==> config.mk <==
export PLATFORM = sky130hd
export DESIGN_NAME = core_cp_restart_seq_flat
export DESIGN_NICKNAME = d
export VERILOG_FILES = /design/src/rtl/core_cp_restart_seq_if.sv /design/src/rtl/core_cp_restart_seq.sv /design/src/flat_wrapper.sv
export SDC_FILE = /design/constraint.sdc
export NUM_CORES = 1
export LEC_CHECK = 0
export BUFFER_PORTS_ARGS = -buffer_cell sky130_fd_sc_hd__buf_4
export CORE_AREA = 2 2 135 137
export CTS_CLUSTER_SIZE = 8
export DETAILED_ROUTE_END_ITERATION = 10
export DIE_AREA = 0 0 137 139
export PLACE_DENSITY = 0.42
export SLEW_MARGIN = 20
export SYNTH_ARGS = -nofsm -noshare
export SYNTH_HDL_FRONTEND = slang
export SYNTH_SLANG_ARGS = --single-unit
==> constraint.sdc <==
create_clock -name SYS_CLK -period 5.2 [get_ports SYS_CLK]
set_clock_uncertainty 0.15 [all_clocks]
set_input_delay 1.04 -clock SYS_CLK [delete_from_list [all_inputs] [get_ports SYS_CLK]]
set_output_delay 1.04 -clock SYS_CLK [all_outputs]
set_load 0.03 [all_outputs]
==> src/rtl/core_cp_restart_seq_if.sv <==
// core_cp_restart_seq_if
// Bundles every non-clock, non-reset signal of the core restart sequencer:
//   cmd_*      : restart/stop request handshake (valid/ready) plus payload
//   done*      : completion pulse and the core it belongs to
//   busy       : sequencer is not idle
//   host_*     : host (JTAG/control-plane) side of the shared table port
//   tab_*      : core parameter table side of the shared port
// Modports:
//   slave  : the sequencer itself
//   master : whatever drives the commands and models host/table
interface core_cp_restart_seq_if;
  logic        cmd_valid;
  logic        cmd_ready;
  logic        cmd_op;
  logic [1:0]  cmd_core;
  logic [15:0] cmd_dsid;
  logic        done;
  logic [1:0]  done_core;
  logic        busy;
  logic        host_sel;
  logic [14:0] host_col;
  logic [14:0] host_row;
  logic [63:0] host_wdata;
  logic        host_wen;
  logic [63:0] host_rdata;
  logic        host_rd_valid;
  logic        tab_sel;
  logic [14:0] tab_col;
  logic [14:0] tab_row;
  logic [63:0] tab_wdata;
  logic        tab_wen;
  logic [63:0] tab_rdata;

  modport slave (
    input  cmd_valid, cmd_op, cmd_core, cmd_dsid,
    input  host_sel, host_col, host_row, host_wdata, host_wen,
    input  tab_rdata,
    output cmd_ready, done, done_core, busy,
    output host_rdata, host_rd_valid,
    output tab_sel, tab_col, tab_row, tab_wdata, tab_wen
  );

  modport master (
    output cmd_valid, cmd_op, cmd_core, cmd_dsid,
    output host_sel, host_col, host_row, host_wdata, host_wen,
    output tab_rdata,
    input  cmd_ready, done, done_core, busy,
    input  host_rdata, host_rd_valid,
    input  tab_sel, tab_col, tab_row, tab_wdata, tab_wen
  );
endinterface

==> src/rtl/core_cp_restart_seq.sv <==
// core_cp_restart_seq
// Walks one core through a restart using the core parameter table write
// port: state <- SLEEP, wait HOLD_CYCLES, dsid <- new value, state <- RUNNING,
// then wait RST_WAIT_CYCLES for the table's core reset pulse to finish.
// A stop command only performs the SLEEP write. The table port is shared
// with the host, which always wins; a blocked sequencer write simply retries
// the following cycle.
// Ports:
//   SYS_CLK    : clock
//   DETECT_RST : asynchronous active-high reset
//   bus        : command, completion, host and table signals (slave modport)
// Table layout: column 0 = dsid, column 1 = core state, row = core index.
module core_cp_restart_seq #(
  parameter int unsigned HOLD_CYCLES     = 4,
  parameter int unsigned RST_WAIT_CYCLES = 16,
  parameter int unsigned CNT_W           = 8
) (
  input  logic                 SYS_CLK,
  input  logic                 DETECT_RST,
  core_cp_restart_seq_if.slave bus
);

  typedef enum logic [2:0] {
    ST_IDLE     = 3'd0,
    ST_WR_SLEEP = 3'd1,
    ST_HOLD     = 3'd2,
    ST_WR_DSID  = 3'd3,
    ST_WR_RUN   = 3'd4,
    ST_WAIT_RST = 3'd5,
    ST_DONE     = 3'd6
  } state_t;

  // Counters are loaded with N-1 so that a state lasts exactly N cycles.
  localparam logic [CNT_W-1:0] HOLD_LOAD = CNT_W'(HOLD_CYCLES - 32'd1);
  localparam logic [CNT_W-1:0] WAIT_LOAD = CNT_W'(RST_WAIT_CYCLES - 32'd1);
  localparam logic [CNT_W-1:0] CNT_ZERO  = {CNT_W{1'b0}};
  localparam logic [CNT_W-1:0] CNT_ONE   = CNT_W'(32'd1);

  state_t           state_r;
  state_t           state_s;
  logic [CNT_W-1:0] cnt_r;
  logic [CNT_W-1:0] cnt_s;
  logic             op_r;
  logic [1:0]       core_r;
  logic [15:0]      dsid_r;
  logic             done_r;
  logic [1:0]       done_core_r;
  logic             busy_r;

  logic             cmd_ready_s;
  logic             accept_s;
  logic             host_wr_s;
  logic             wr_state_s;
  logic             owned_s;
  logic [14:0]      seq_col_s;
  logic [14:0]      seq_row_s;
  logic [63:0]      seq_wdata_s;

  assign cmd_ready_s = (state_r == ST_IDLE) & ~DETECT_RST;
  assign accept_s    = bus.cmd_valid & cmd_ready_s;
  assign host_wr_s   = bus.host_sel & bus.host_wen;
  // The sequencer only takes the port when the host is not writing.
  assign owned_s     = wr_state_s & ~host_wr_s;
  assign seq_row_s   = {13'd0, core_r};

  // Table access requested by the current write state.
  always_comb begin
    wr_state_s  = 1'b0;
    seq_col_s   = 15'd0;
    seq_wdata_s = 64'd0;
    case (state_r)
      ST_WR_SLEEP: begin
        wr_state_s  = 1'b1;
        seq_col_s   = 15'd1;
        seq_wdata_s = 64'd0;
      end
      ST_WR_DSID: begin
        wr_state_s  = 1'b1;
        seq_col_s   = 15'd0;
        seq_wdata_s = {48'd0, dsid_r};
      end
      ST_WR_RUN: begin
        wr_state_s  = 1'b1;
        seq_col_s   = 15'd1;
        seq_wdata_s = 64'd1;
      end
      default: begin
        wr_state_s  = 1'b0;
        seq_col_s   = 15'd0;
        seq_wdata_s = 64'd0;
      end
    endcase
  end

  // Next-state and counter logic; write states hold until they own the port.
  always_comb begin
    state_s = state_r;
    cnt_s   = cnt_r;
    case (state_r)
      ST_IDLE: begin
        if (accept_s) begin
          state_s = ST_WR_SLEEP;
        end else begin
          state_s = ST_IDLE;
        end
      end
      ST_WR_SLEEP: begin
        if (!owned_s) begin
          state_s = ST_WR_SLEEP;
        end else if (op_r) begin
          state_s = ST_DONE;
        end else begin
          state_s = ST_HOLD;
          cnt_s   = HOLD_LOAD;
        end
      end
      ST_HOLD: begin
        if (cnt_r == CNT_ZERO) begin
          state_s = ST_WR_DSID;
        end else begin
          cnt_s = cnt_r - CNT_ONE;
        end
      end
      ST_WR_DSID: begin
        if (owned_s) begin
          state_s = ST_WR_RUN;
        end else begin
          state_s = ST_WR_DSID;
        end
      end
      ST_WR_RUN: begin
        if (owned_s) begin
          state_s = ST_WAIT_RST;
          cnt_s   = WAIT_LOAD;
        end else begin
          state_s = ST_WR_RUN;
        end
      end
      ST_WAIT_RST: begin
        if (cnt_r == CNT_ZERO) begin
          state_s = ST_DONE;
        end else begin
          cnt_s = cnt_r - CNT_ONE;
        end
      end
      ST_DONE: begin
        state_s = ST_IDLE;
      end
      default: begin
        state_s = ST_IDLE;
        cnt_s   = CNT_ZERO;
      end
    endcase
  end

  // State register.
  always_ff @(posedge SYS_CLK or posedge DETECT_RST) begin
    if (DETECT_RST) begin
      state_r <= ST_IDLE;
    end else begin
      state_r <= state_s;
    end
  end

  // Delay counter shared by HOLD and WAIT_RST.
  always_ff @(posedge SYS_CLK or posedge DETECT_RST) begin
    if (DETECT_RST) begin
      cnt_r <= CNT_ZERO;
    end else begin
      cnt_r <= cnt_s;
    end
  end

  // Command fields captured on the accepting edge.
  always_ff @(posedge SYS_CLK or posedge DETECT_RST) begin
    if (DETECT_RST) begin
      op_r   <= 1'b0;
      core_r <= 2'd0;
      dsid_r <= 16'd0;
    end else if (accept_s) begin
      op_r   <= bus.cmd_op;
      core_r <= bus.cmd_core;
      dsid_r <= bus.cmd_dsid;
    end else begin
      op_r   <= op_r;
      core_r <= core_r;
      dsid_r <= dsid_r;
    end
  end

  // Status outputs registered from the next state so they line up with state_r.
  always_ff @(posedge SYS_CLK or posedge DETECT_RST) begin
    if (DETECT_RST) begin
      done_r      <= 1'b0;
      done_core_r <= 2'd0;
      busy_r      <= 1'b0;
    end else begin
      done_r      <= (state_s == ST_DONE);
      done_core_r <= (state_s == ST_DONE) ? core_r : 2'd0;
      busy_r      <= (state_s != ST_IDLE);
    end
  end

  // Shared table port: sequencer drives it when owned, host otherwise.
  always_comb begin
    bus.tab_sel   = bus.host_sel;
    bus.tab_col   = bus.host_col;
    bus.tab_row   = bus.host_row;
    bus.tab_wdata = bus.host_wdata;
    bus.tab_wen   = bus.host_wen;
    if (owned_s) begin
      bus.tab_sel   = 1'b1;
      bus.tab_col   = seq_col_s;
      bus.tab_row   = seq_row_s;
      bus.tab_wdata = seq_wdata_s;
      bus.tab_wen   = 1'b1;
    end else begin
      bus.tab_sel   = bus.host_sel;
      bus.tab_col   = bus.host_col;
      bus.tab_row   = bus.host_row;
      bus.tab_wdata = bus.host_wdata;
      bus.tab_wen   = bus.host_wen;
    end
  end

  assign bus.host_rdata    = bus.tab_rdata;
  assign bus.host_rd_valid = ~owned_s;
  assign bus.cmd_ready     = cmd_ready_s;
  assign bus.done          = done_r;
  assign bus.done_core     = done_core_r;
  assign bus.busy          = busy_r;

endmodule
==> src/flat_wrapper.sv <==
// flat-port wrapper written by rule: the top's interface ports become plain ports
module core_cp_restart_seq_flat 
#(
  parameter int unsigned HOLD_CYCLES     = 4,
  parameter int unsigned RST_WAIT_CYCLES = 16,
  parameter int unsigned CNT_W           = 8
)
  (SYS_CLK, DETECT_RST, bus_cmd_valid, bus_cmd_op, bus_cmd_core, bus_cmd_dsid, bus_host_sel, bus_host_col, bus_host_row, bus_host_wdata, bus_host_wen, bus_tab_rdata, bus_cmd_ready, bus_done, bus_done_core, bus_busy, bus_host_rdata, bus_host_rd_valid, bus_tab_sel, bus_tab_col, bus_tab_row, bus_tab_wdata, bus_tab_wen);
  core_cp_restart_seq_if bus_i ();
  input  logic SYS_CLK;
  input  logic DETECT_RST;
  input wire logic [$bits(bus_i.cmd_valid)-1:0] bus_cmd_valid;
  input wire logic [$bits(bus_i.cmd_op)-1:0] bus_cmd_op;
  input wire logic [$bits(bus_i.cmd_core)-1:0] bus_cmd_core;
  input wire logic [$bits(bus_i.cmd_dsid)-1:0] bus_cmd_dsid;
  input wire logic [$bits(bus_i.host_sel)-1:0] bus_host_sel;
  input wire logic [$bits(bus_i.host_col)-1:0] bus_host_col;
  input wire logic [$bits(bus_i.host_row)-1:0] bus_host_row;
  input wire logic [$bits(bus_i.host_wdata)-1:0] bus_host_wdata;
  input wire logic [$bits(bus_i.host_wen)-1:0] bus_host_wen;
  input wire logic [$bits(bus_i.tab_rdata)-1:0] bus_tab_rdata;
  output wire logic [$bits(bus_i.cmd_ready)-1:0] bus_cmd_ready;
  output wire logic [$bits(bus_i.done)-1:0] bus_done;
  output wire logic [$bits(bus_i.done_core)-1:0] bus_done_core;
  output wire logic [$bits(bus_i.busy)-1:0] bus_busy;
  output wire logic [$bits(bus_i.host_rdata)-1:0] bus_host_rdata;
  output wire logic [$bits(bus_i.host_rd_valid)-1:0] bus_host_rd_valid;
  output wire logic [$bits(bus_i.tab_sel)-1:0] bus_tab_sel;
  output wire logic [$bits(bus_i.tab_col)-1:0] bus_tab_col;
  output wire logic [$bits(bus_i.tab_row)-1:0] bus_tab_row;
  output wire logic [$bits(bus_i.tab_wdata)-1:0] bus_tab_wdata;
  output wire logic [$bits(bus_i.tab_wen)-1:0] bus_tab_wen;
  assign bus_i.cmd_valid = bus_cmd_valid;
  assign bus_i.cmd_op = bus_cmd_op;
  assign bus_i.cmd_core = bus_cmd_core;
  assign bus_i.cmd_dsid = bus_cmd_dsid;
  assign bus_i.host_sel = bus_host_sel;
  assign bus_i.host_col = bus_host_col;
  assign bus_i.host_row = bus_host_row;
  assign bus_i.host_wdata = bus_host_wdata;
  assign bus_i.host_wen = bus_host_wen;
  assign bus_i.tab_rdata = bus_tab_rdata;
  assign bus_cmd_ready = bus_i.cmd_ready;
  assign bus_done = bus_i.done;
  assign bus_done_core = bus_i.done_core;
  assign bus_busy = bus_i.busy;
  assign bus_host_rdata = bus_i.host_rdata;
  assign bus_host_rd_valid = bus_i.host_rd_valid;
  assign bus_tab_sel = bus_i.tab_sel;
  assign bus_tab_col = bus_i.tab_col;
  assign bus_tab_row = bus_i.tab_row;
  assign bus_tab_wdata = bus_i.tab_wdata;
  assign bus_tab_wen = bus_i.tab_wen;
  core_cp_restart_seq #(.HOLD_CYCLES(HOLD_CYCLES), .RST_WAIT_CYCLES(RST_WAIT_CYCLES), .CNT_W(CNT_W)) u_core (.SYS_CLK(SYS_CLK), .DETECT_RST(DETECT_RST), .bus(bus_i));
endmodule
==> results of run 1 <==
-- metal layers --
metal	share of wire, %	GRT usage [%]
met1	36	17.2
met2	49	26.7
met3	13	8.44
met4	1.1	2.55
met5	0.68	3.17
-- final timing paths --
check	from	endpoint
setup / recovery	u_core.state_r[1]	bus_tab_wdata[9]
hold / removal	u_core.dsid_r[13]	u_core.dsid_r[13]
setup reg to reg	u_core.state_r[1]	u_core.cnt_r[1]
hold reg to reg	u_core.dsid_r[13]	u_core.dsid_r[13]
max in group asynchronous	DETECT_RST	u_core.dsid_r[10]
min in group asynchronous	DETECT_RST	u_core.state_r[2]
-- cell type report --
type / count / area [um^2] / share of cell area [%]
Clock inverter: 1 / 30.0 / 0.675
Tap cell: 229 / 287 / 6.44
Clock buffer: 7 / 133 / 2.98
Sequential cell: 34 / 851 / 19.1
Timing Repair Buffer: 222 / 1670 / 37.5
Multi-Input combinational cell: 201 / 1450 / 32.6
Antenna cell: 1 / 2.50 / 0.0562
Inverter: 8 / 30.0 / 0.675
-- worst max-delay path: stages (launching register included) --
cell	delay, ns
dfrtp_1	0.56
nand2b_1	0.30
o21bai_1	0.33
nand2_4	0.41
buf_4	0.36
a22o_1	0.24
buf_4	0.16
-- state kept, by name, indices dropped and copies added, names as in the netlist --
signal / cells
u_core.cnt_r: 8
u_core.core_r: 2
u_core.bus.done: 1
u_core.bus.busy: 1
u_core.dsid_r: 16
u_core.state_r: 3
u_core.op_r: 1
u_core.bus.done_core: 2
-- kinds of logic (layout without fill, tap and decap cells) --
group,after synthesis,in the layout,synth area share (%)
other cells,0,1,0
compound gates,52,52,13.4
flops,34,34,29.3
simple gates,124,124,26.6
buf+inv,90,238,21.0
fa+ha+maj,1,1,0.431
mux,24,24,9.22
-- power by group through the flow --
| stage | sequential (mW) | combinational (mW) | clock, mW |
|---|---|---|---|
| after global placement | 0.499 | 1.95 | 0 |
| final | 0.499 | 1.94 | 0.343 |
| after detailed placement | 0.503 | 1.96 | 0 |
| after CTS | 0.498 | 1.97 | 0.357 |
| after floorplan | 0.467 | 1.37 | 0 |
| after global routing | 0.516 | 2.06 | 0.368 |
-- cells in the final DEF, fill, tap and decap left out, drive strengths merged, types with 2 or more instances in the layout --
cell,n
nor3,3
buf,222
mux2,22
nand2,13
mux2i,2
nand3,7
nor4,2
inv,8
and2,79
a22o,15
nand4,4
a22oi,3
a211oi,2
clkbuf,7
nor2b,3
dfrtp,34
a21oi,6
nor2,2
a31oi,2
or2,3
o22ai,3
o221ai,2
o21ai,8
o211ai,2
-- synth_stat cells (2+ instances only) --
library cell,number
and2_1,79
buf_4,67
dfrtp_1,34
mux2_2,21
a22o_1,15
nand2_1,13
clkbuf_1,9
inv_1,8
nand3_1,7
a21oi_1,6
o21ai_0,6
buf_2,4
nand4_1,4
a22oi_1,3
nor3_1,3
o22ai_1,3
or2_2,3
a211oi_1,2
a31oi_1,2
buf_6,2
mux2i_1,2
nor2_1,2
nor2b_1,2
o211ai_1,2
o221ai_1,2
==> run_results.csv, run 1 <==
group,metric,value,unit
pwr,p_switching,1.41,mW
route,finalWirelength,16.1,mm
route,firstDrtPassIters,4,
sta,slew_violations,0,
clock_network,worstSkewPairLatency,0.28,ns
route,vias_per_cell,4.21,
floorplanning,start_util,16.4,%
global_routing,grt_pass1_vias,3054,
pwr,power_density,626,nW/um^2
sta,setup_violations,0,
hold_path,whs_path_depth,1,
sta,hold_violations,0,
synthesis,synth_flop_cell,"dfrtp_1",
clock_network,root_buffer,"clkbuf_16",
synthesis,syn_nets,508,
final_layout,syn2layout_area_growth,53.3,%
floorplanning,die-area,19000,um^2
floorplanning,die_x,137,um
placed_design,pre_cts_ws,1.09,ns
global_routing,grt_usage,15.7,%
placed_design,placed_area,4280,um^2
synthesis,ys_warn_count,0,
sta,worstMarginPinSlew,0.988,ns
critical_path,rrSetupSlack,2.84,ns
route,drt.antenna.violating_nets,0,
clock_network,ctsHtreeMaxLevel,2,
synthesis,synth_edf_count,0,
synthesis,ys_top_cells_by_area,"dfrtp_1, buf_4, and2_1, mux2_2, a22o_1",
global_routing,grt_overflow_total,0,
route,wl_per_cell,22.9,um
critical_path,critPathMaxFanout,72,
pwr,power_frac_seq,17.9,%
clock_network,clk_pin_slew_worst_paths,0.06,ns
sta,final.period_utilization,75.0,%
synthesis,synth_cell_types,49,
pwr,vdd_drop_max,0.000214,V
critical_path,crit_type,"reg -> out",
hold_path,min_path_type,"reg -> reg",
run_status,status,"finished, final reports clean",
final_layout,stdcell_count,703,
clock_network,tritoncts,"built",
job,maxCapViolCount,0,
global_routing,grt_start_max_net_pins,73,
critical_path,cp-start-kind,"register",
clock_network,cts_resized,0,
placed_design,post-place-cells,694,
global_routing,antenna_found_initial,3,
floorplanning,ios,348,
clock_network,cts_hold_buf,0,
final_layout,final_core_util,25.2,%
final_layout,fin_area,4450,um^2
sta,hold_slack,0.360,ns
synthesis,synth_top_area_cell,"dfrtp_1",
pwr,p_sw_share,50.8,%
synthesis,synth_top_area_share,29.3,%
synthesis,synth_cells,325,
placed_design,io_buffers,219,
critical_path,cp-end-kind,"output pin",
floorplanning,die_y,139,um
placed_design,dp_hpwl,13.4,mm
clock_network,clock_sinks,34,
sta,fin_setup_tns,0,ns
critical_path,reg2reg_depth,4,
global_routing,grt_pass1_wl,21.5,mm
synthesis,synth_area,2900,um^2
sta,worst_slack,1.30,ns
clock_network,cts_made_buffers,5,
sta,fmax,0.257,GHz
synthesis,synthArstFlopShare,100,%
route,drt_iter0_drc,137,
final_layout,nNetsFinal,655,
floorplanning,coreArea,17700,um^2
pwr,p_int,1.37,mW
pwr,power_frac_clock,12.3,%
clock_network,post_cts.repair.setup_buffers,0,
route,drc,0,
route,vias,2960,
sta,maxSlewHeadroom,34.0,%
pwr,finalPower,2.79,mW
synthesis,ys_ff_latch,34,
pwr,p_leak,2.16,nW
pwr,combPwrFrac,69.8,%
placed_design,gp_congestion,0.825,
clock_network,clk_path_buf_depth,2,
final_layout,nFillCells,1958,
sta,rsz0062_at_grt,"no",
synthesis,yosysSeqAreaShare,29.3,%
critical_path,crit_arrival,2.71,ns
synthesis,syn_avg_cell_area,8.93,um^2
final_layout,drive_above_1_share,54.8,%
floorplanning,num_rows,49,
critical_path,cp.required,4.01,ns
sta,post-route-min-period,3.90,ns
Note: power is estimated with default switching activity, not from simulation.
==> run 2, diff against run 1 <==
--- a/config.mk
+++ b/config.mk
@@ -6,11 +6,11 @@
 export NUM_CORES = 1
 export LEC_CHECK = 0
 export BUFFER_PORTS_ARGS = -buffer_cell sky130_fd_sc_hd__buf_4
-export CORE_AREA = 2 2 135 137
+export CORE_AREA = 2 2 136 138
 export CTS_CLUSTER_SIZE = 8
 export DETAILED_ROUTE_END_ITERATION = 10
-export DIE_AREA = 0 0 137 139
-export PLACE_DENSITY = 0.42
+export DIE_AREA = 0 0 138 140
+export PLACE_DENSITY = 0.43
 export SLEW_MARGIN = 20
 export SYNTH_ARGS = -nofsm -noshare
 export SYNTH_HDL_FRONTEND = slang
==> constraint.sdc (replaced) <==
create_clock -name SYS_CLK -period 3.5 [get_ports SYS_CLK]
set_clock_uncertainty 0.15 [all_clocks]
set_input_delay 0.7 -clock SYS_CLK [delete_from_list [all_inputs] [get_ports SYS_CLK]]
set_output_delay 0.7 -clock SYS_CLK [all_outputs]
set_load 0.03 [all_outputs]
==> run 2 against run 1 <==
Critical endpoint is now bus_tab_wdata[15]. Routed wire length shrank 11%. Non-clock buffer count grew 3. Via count shrank 1.4%. Die area grew 1.5%. Power grew 48%. Highest routed layer is now met4. Largest power group unchanged. Critical path type unchanged.
==> run_results.csv, run 2 (synthesized netlist as in run 1, its figures left out) <==
group,metric,value,unit
hold_path,min_path_type,"in -> async",
clock_network,ctsHtreeMaxLevel,2,
clock_network,tritoncts,"built",
sta,rsz0062_at_grt,"no",
placed_design,dp_hpwl,11.7,mm
final_layout,most-common-layout-cells,"buf_4, and2_1, dfrtp_1",
final_layout,largest_reg_flops,16,
clock_network,cts_made_buffers,5,
floorplanning,die_x,138,um
route,finalWirelength,14.3,mm
critical_path,cp-end-kind,"output pin",
clock_network,clock_sinks,34,
route,vias,2918,
floorplanning,start_util,16.3,%
clock_network,root_buffer,"clkbuf_16",
final_layout,mostFrequentLayoutCell,"buf_4",
clock_network,clk_path_buf_depth,2,
sta,maxSlewHeadroom,52.1,%
final_layout,nFillCells,1955,
placed_design,post-place-cells,697,
floorplanning,num_rows,49,
critical_path,critPathMaxFanout,15,
sta,fin_setup_tns,0,ns
global_routing,antenna_found_initial,1,
global_routing,grt_start_max_net_pins,94,
floorplanning,die_y,140,um
sta,setup_violations,0,
critical_path,cp.required,2.65,ns
placed_design,io_buffers,219,
route,drc,0,
final_layout,multi_input_area,1450,um^2
final_layout,top_register,"u_core.dsid_r",
sta,post-route-min-period,3.24,ns
pwr,power_density,923,nW/um^2
floorplanning,die-area,19300,um^2
final_layout,top_regs,"u_core.dsid_r x16, u_core.cnt_r x8, u_core.state_r x3",
sta,final.period_utilization,92.6,%
sta,worst_slack,0.259,ns
pwr,p_leak,2.17,nW
clock_network,clk_pin_slew_worst_paths,0.06,ns
global_routing,grt_overflow_total,0,
floorplanning,ios,348,
global_routing,grt_usage,14.1,%
sta,fmax,0.309,GHz
job,maxCapViolCount,0,
route,drt.antenna.violating_nets,0,
critical_path,crit_arrival,2.39,ns
final_layout,stdcell_count,707,
critical_path,cp-start-kind,"register",
placed_design,gp_congestion,0.830,
sta,slew_violations,0,
final_layout,drive_above_1_share,55.0,%
route,vias_per_cell,4.13,
final_layout,nNetsFinal,658,
route,drt_iter0_drc,164,
pwr,vdd_drop_max,0.000381,V
clock_network,worstSkewPairLatency,0.28,ns
final_layout,syn2layout_area_growth,54.1,%
floorplanning,coreArea,17800,um^2
final_layout,register_area,851,um^2
route,firstDrtPassIters,4,
placed_design,pre_cts_ws,0.401,ns
sta,worstMarginPinSlew,0.718,ns
route,wl_per_cell,20.2,um
critical_path,crit_type,"reg -> out",
global_routing,grt_pass1_wl,20.7,mm
global_routing,grt_pass1_vias,3109,
sta,hold_violations,0,
run_status,status,"finished, final reports clean",
## run 2: cell types whose count changed in the layout (fill, tap and decap cells not counted), sizes merged
cell   before  now
buf       222  225
diode       1    2
## run 2: layer usage
layer | share of wire, % | up-vias | global-route usage [%] | wire [um]
met4 | 0.91 | 0 | 3.01 | 130
met3 | 8.9 | 12 | 5.13 | 1270
li1 | - | 1341 | - | -
met5 | 0 | - | 0 | 0
met2 | 47 | 181 | 22.5 | 6710
met1 | 43 | 1384 | 18.5 | 6170
## run 2: area by class of cell
type                            count  area share (%)
Multi-Input combinational cell    201            32.3
Clock buffer                        7            2.97
Sequential cell                    34            19.0
Timing Repair Buffer              225            37.8
Tap cell                          229            6.41
Clock inverter                      1           0.671
Antenna cell                        2           0.112
Inverter                            8           0.671
## run 2: power breakdown
part	switching [mW]	internal (mW)
sequential	0.139	0.570
clock	0.172	0.337
combinational	1.77	1.14
## run 2: worst paths after layout
path	endpoint	slack [ns]	from	cells after the start
setup / recovery	bus_tab_wdata[15]	0.26	u_core.state_r[2]	5
hold / removal	u_core.core_r[0]	0.34	DETECT_RST	2
setup reg to reg	u_core.bus.done_core[0]	1.18	u_core.cnt_r[0]	6
hold reg to reg	u_core.dsid_r[10]	0.35	u_core.dsid_r[10]	1
max in group asynchronous	u_core.dsid_r[9]	2.13	DETECT_RST	3
min in group SYS_CLK	u_core.dsid_r[10]	0.35	u_core.dsid_r[10]	1
## run 2: timing repair
action / 4_1_cts / 5_1_grt
setup endpoints to repair: 0 / 4
setup buffers: 0 / 0
gates resized for setup: 0 / 1
hold buffers: 0 / 0
## run 2: worst max-delay path: stages, from the launching register on
cell and delay [ns]:
dfrtp_1 0.53, buf_4 0.25, nor2b_1 0.15, and3_1 0.64
a22o_1 0.34, buf_4 0.20
## run 2: per-stage QoR
| stage | instance area, um^2 | utilization [%] | total power [mW] | hold slack [ns] |
|---|---|---|---|---|
| 3_5_place_dp | 4300 | 24.2 | 3.65 | 0.345 |
| 5_1_grt | 4470 | 25.1 | 4.40 | 0.370 |
| 6_report | 4470 | 25.2 | 4.13 | 0.339 |
| 3_3_place_gp | 4300 | 24.2 | 3.64 | 0.343 |
| 2_1_floorplan | 2900 | - | 2.73 | 0.316 |
| 4_1_cts | 4460 | 25.1 | 4.19 | 0.357 |
==> run 3, diff against run 2 <==
--- a/config.mk
+++ b/config.mk
@@ -10,6 +10,7 @@
 export CTS_CLUSTER_SIZE = 8
 export DETAILED_ROUTE_END_ITERATION = 10
 export DIE_AREA = 0 0 138 140
+export MAX_ROUTING_LAYER = met4
 export PLACE_DENSITY = 0.43
 export SLEW_MARGIN = 20
 export SYNTH_ARGS = -nofsm -noshare
==> run 3 against run 2 <==
Final cell count unchanged. Non-clock buffer count did not move. Die area unchanged. Fmax increased by 0.81%. Via count down 0.55%. Power barely moved. Sequential power hardly changed. Register-to-register slack barely moved. Core utilization did not move. Global-route usage up 0.42 points. Worst hold slack improved by 0.0026 ns. Largest cell class unchanged.
==> run_results.csv, run 3 (synthesized netlist as in run 1, its figures left out) <==
group,metric,value,unit
run_status,status,"finished, final reports clean",
clock_network,clk_pin_slew_worst_paths,0.06,ns
route,wl_per_cell,20.2,um
sta,rsz0062_at_grt,"no",
placed_design,post-place-cells,697,
sta,post-route-min-period,3.21,ns
critical_path,rrSetupSlack,1.19,ns
critical_path,cp.required,2.65,ns
final_layout,register_area,851,um^2
floorplanning,die-area,19300,um^2
global_routing,antenna_found_initial,1,
floorplanning,start_util,16.3,%
clock_network,cts_made_buffers,5,
sta,final.period_utilization,91.8,%
pwr,finalPower,4.13,mW
global_routing,grt_pass1_vias,3105,
final_layout,multi_input_area,1450,um^2
route,finalWirelength,14.3,mm
final_layout,nNetsFinal,658,
route,firstDrtPassIters,4,
global_routing,grt_start_max_net_pins,94,
final_layout,nFillCells,1955,
critical_path,cp-start-kind,"register",
final_layout,stdcell_count,707,
placed_design,dp_hpwl,11.7,mm
placed_design,gp_congestion,0.843,
clock_network,clock_sinks,34,
floorplanning,die_y,140,um
final_layout,most-common-layout-cells,"buf_4, and2_1, dfrtp_1",
floorplanning,die_x,138,um
sta,maxSlewHeadroom,51.2,%
final_layout,syn2layout_area_growth,54.1,%
route,vias_per_cell,4.10,
floorplanning,coreArea,17800,um^2
clock_network,worstSkewPairLatency,0.28,ns
sta,setup_violations,0,
pwr,combPwrFrac,70.5,%
hold_path,min_path_type,"in -> async",
global_routing,grt_usage,14.6,%
final_layout,top_regs,"u_core.dsid_r x16, u_core.cnt_r x8, u_core.state_r x3",
final_layout,top_register,"u_core.dsid_r",
pwr,power_frac_seq,17.2,%
floorplanning,ios,348,
pwr,power_frac_clock,12.3,%
critical_path,cp-end-kind,"output pin",
route,vias,2902,
job,maxCapViolCount,0,
sta,hold_violations,0,
critical_path,critPathMaxFanout,15,
pwr,vdd_drop_max,0.000383,V
pwr,p_sw_share,50.3,%
critical_path,crit_type,"reg -> out",
sta,worstMarginPinSlew,0.732,ns
pwr,p_switching,2.08,mW
critical_path,crit_arrival,2.36,ns
final_layout,largest_reg_flops,16,
final_layout,drive_above_1_share,55.0,%
pwr,p_int,2.05,mW
clock_network,root_buffer,"clkbuf_16",
pwr,p_leak,2.17,nW
global_routing,grt_overflow_total,0,
global_routing,grt_pass1_wl,20.7,mm
clock_network,cts_hold_buf,0,
sta,fmax,0.311,GHz
clock_network,ctsHtreeMaxLevel,2,
clock_network,tritoncts,"built",
sta,slew_violations,0,
placed_design,io_buffers,219,
final_layout,mostFrequentLayoutCell,"buf_4",
clock_network,clk_path_buf_depth,2,
route,drt.antenna.violating_nets,0,
route,drc,0,
route,drt_iter0_drc,150,
sta,fin_setup_tns,0,ns
floorplanning,num_rows,49,
pwr,power_density,923,nW/um^2
## run 3: cell counts in the layout (fill, tap and decap cells not counted)
Identical to the previous run, type by type.
## run 3: through the flow
step                      area [um^2]  setup slack (ns)  hold slack (ns)  utilization (%)
after global placement           4300             0.453            0.343             24.2
final                            4470             0.285            0.342             25.2
after detailed placement         4300             0.401            0.345             24.2
after floorplan                  2900             0.959            0.316                -
after CTS                        4460             0.116            0.357             25.1
after global routing             4470            0.0805            0.370             25.1
## run 3: path summary, 6_finish.rpt
check                                        from                       to  cells past startpoint
worst min-delay path                   DETECT_RST         u_core.core_r[0]                      2
worst min register to register  u_core.dsid_r[12]        u_core.dsid_r[12]                      1
worst max-delay path            u_core.state_r[2]        bus_tab_wdata[15]                      5
max in group asynchronous              DETECT_RST        u_core.dsid_r[11]                      3
min in group SYS_CLK            u_core.dsid_r[12]        u_core.dsid_r[12]                      1
worst max register to register    u_core.cnt_r[0]  u_core.bus.done_core[0]                      6
## run 3: what timing repair did
item	in CTS	in global routing
endpoints found under the setup margin	0	3
gates resized for setup	0	1
setup buffers	0	0
## run 3: area by class of cell
class | instances | share of cell area, %
Multi-Input combinational cell | 201 | 32.3
Tap cell | 229 | 6.41
Clock inverter | 1 | 0.671
Antenna cell | 2 | 0.112
Sequential cell | 34 | 19.0
Clock buffer | 7 | 2.97
Inverter | 8 | 0.671
Timing Repair Buffer | 225 | 37.8
## run 3: critical path, stage by stage (launching register included)
cell and delay (ns):
dfrtp_1 0.53, buf_4 0.25, nor2b_1 0.14, and3_1 0.65, a22o_1 0.32, buf_4 0.19
## run 3: layer usage
| layer | wire (um) | global-route usage (%) |
|---|---|---|
| met5 | 0 | - |
| met3 | 1300 | 5.09 |
| met4 | 197 | 3.49 |
| met1 | 6180 | 18.5 |
| met2 | 6630 | 22.3 |
## run 3: power by group through the flow
| stage | Sequential [mW] | Combinational, mW | Clock, mW |
|---|---|---|---|
| floorplan | 0.694 | 2.03 | 0 |
| global placement | 0.712 | 2.93 | 0 |
| detailed placement | 0.715 | 2.94 | 0 |
| CTS | 0.709 | 2.95 | 0.535 |
| global route | 0.739 | 3.11 | 0.554 |
| finish | 0.710 | 2.91 | 0.508 |
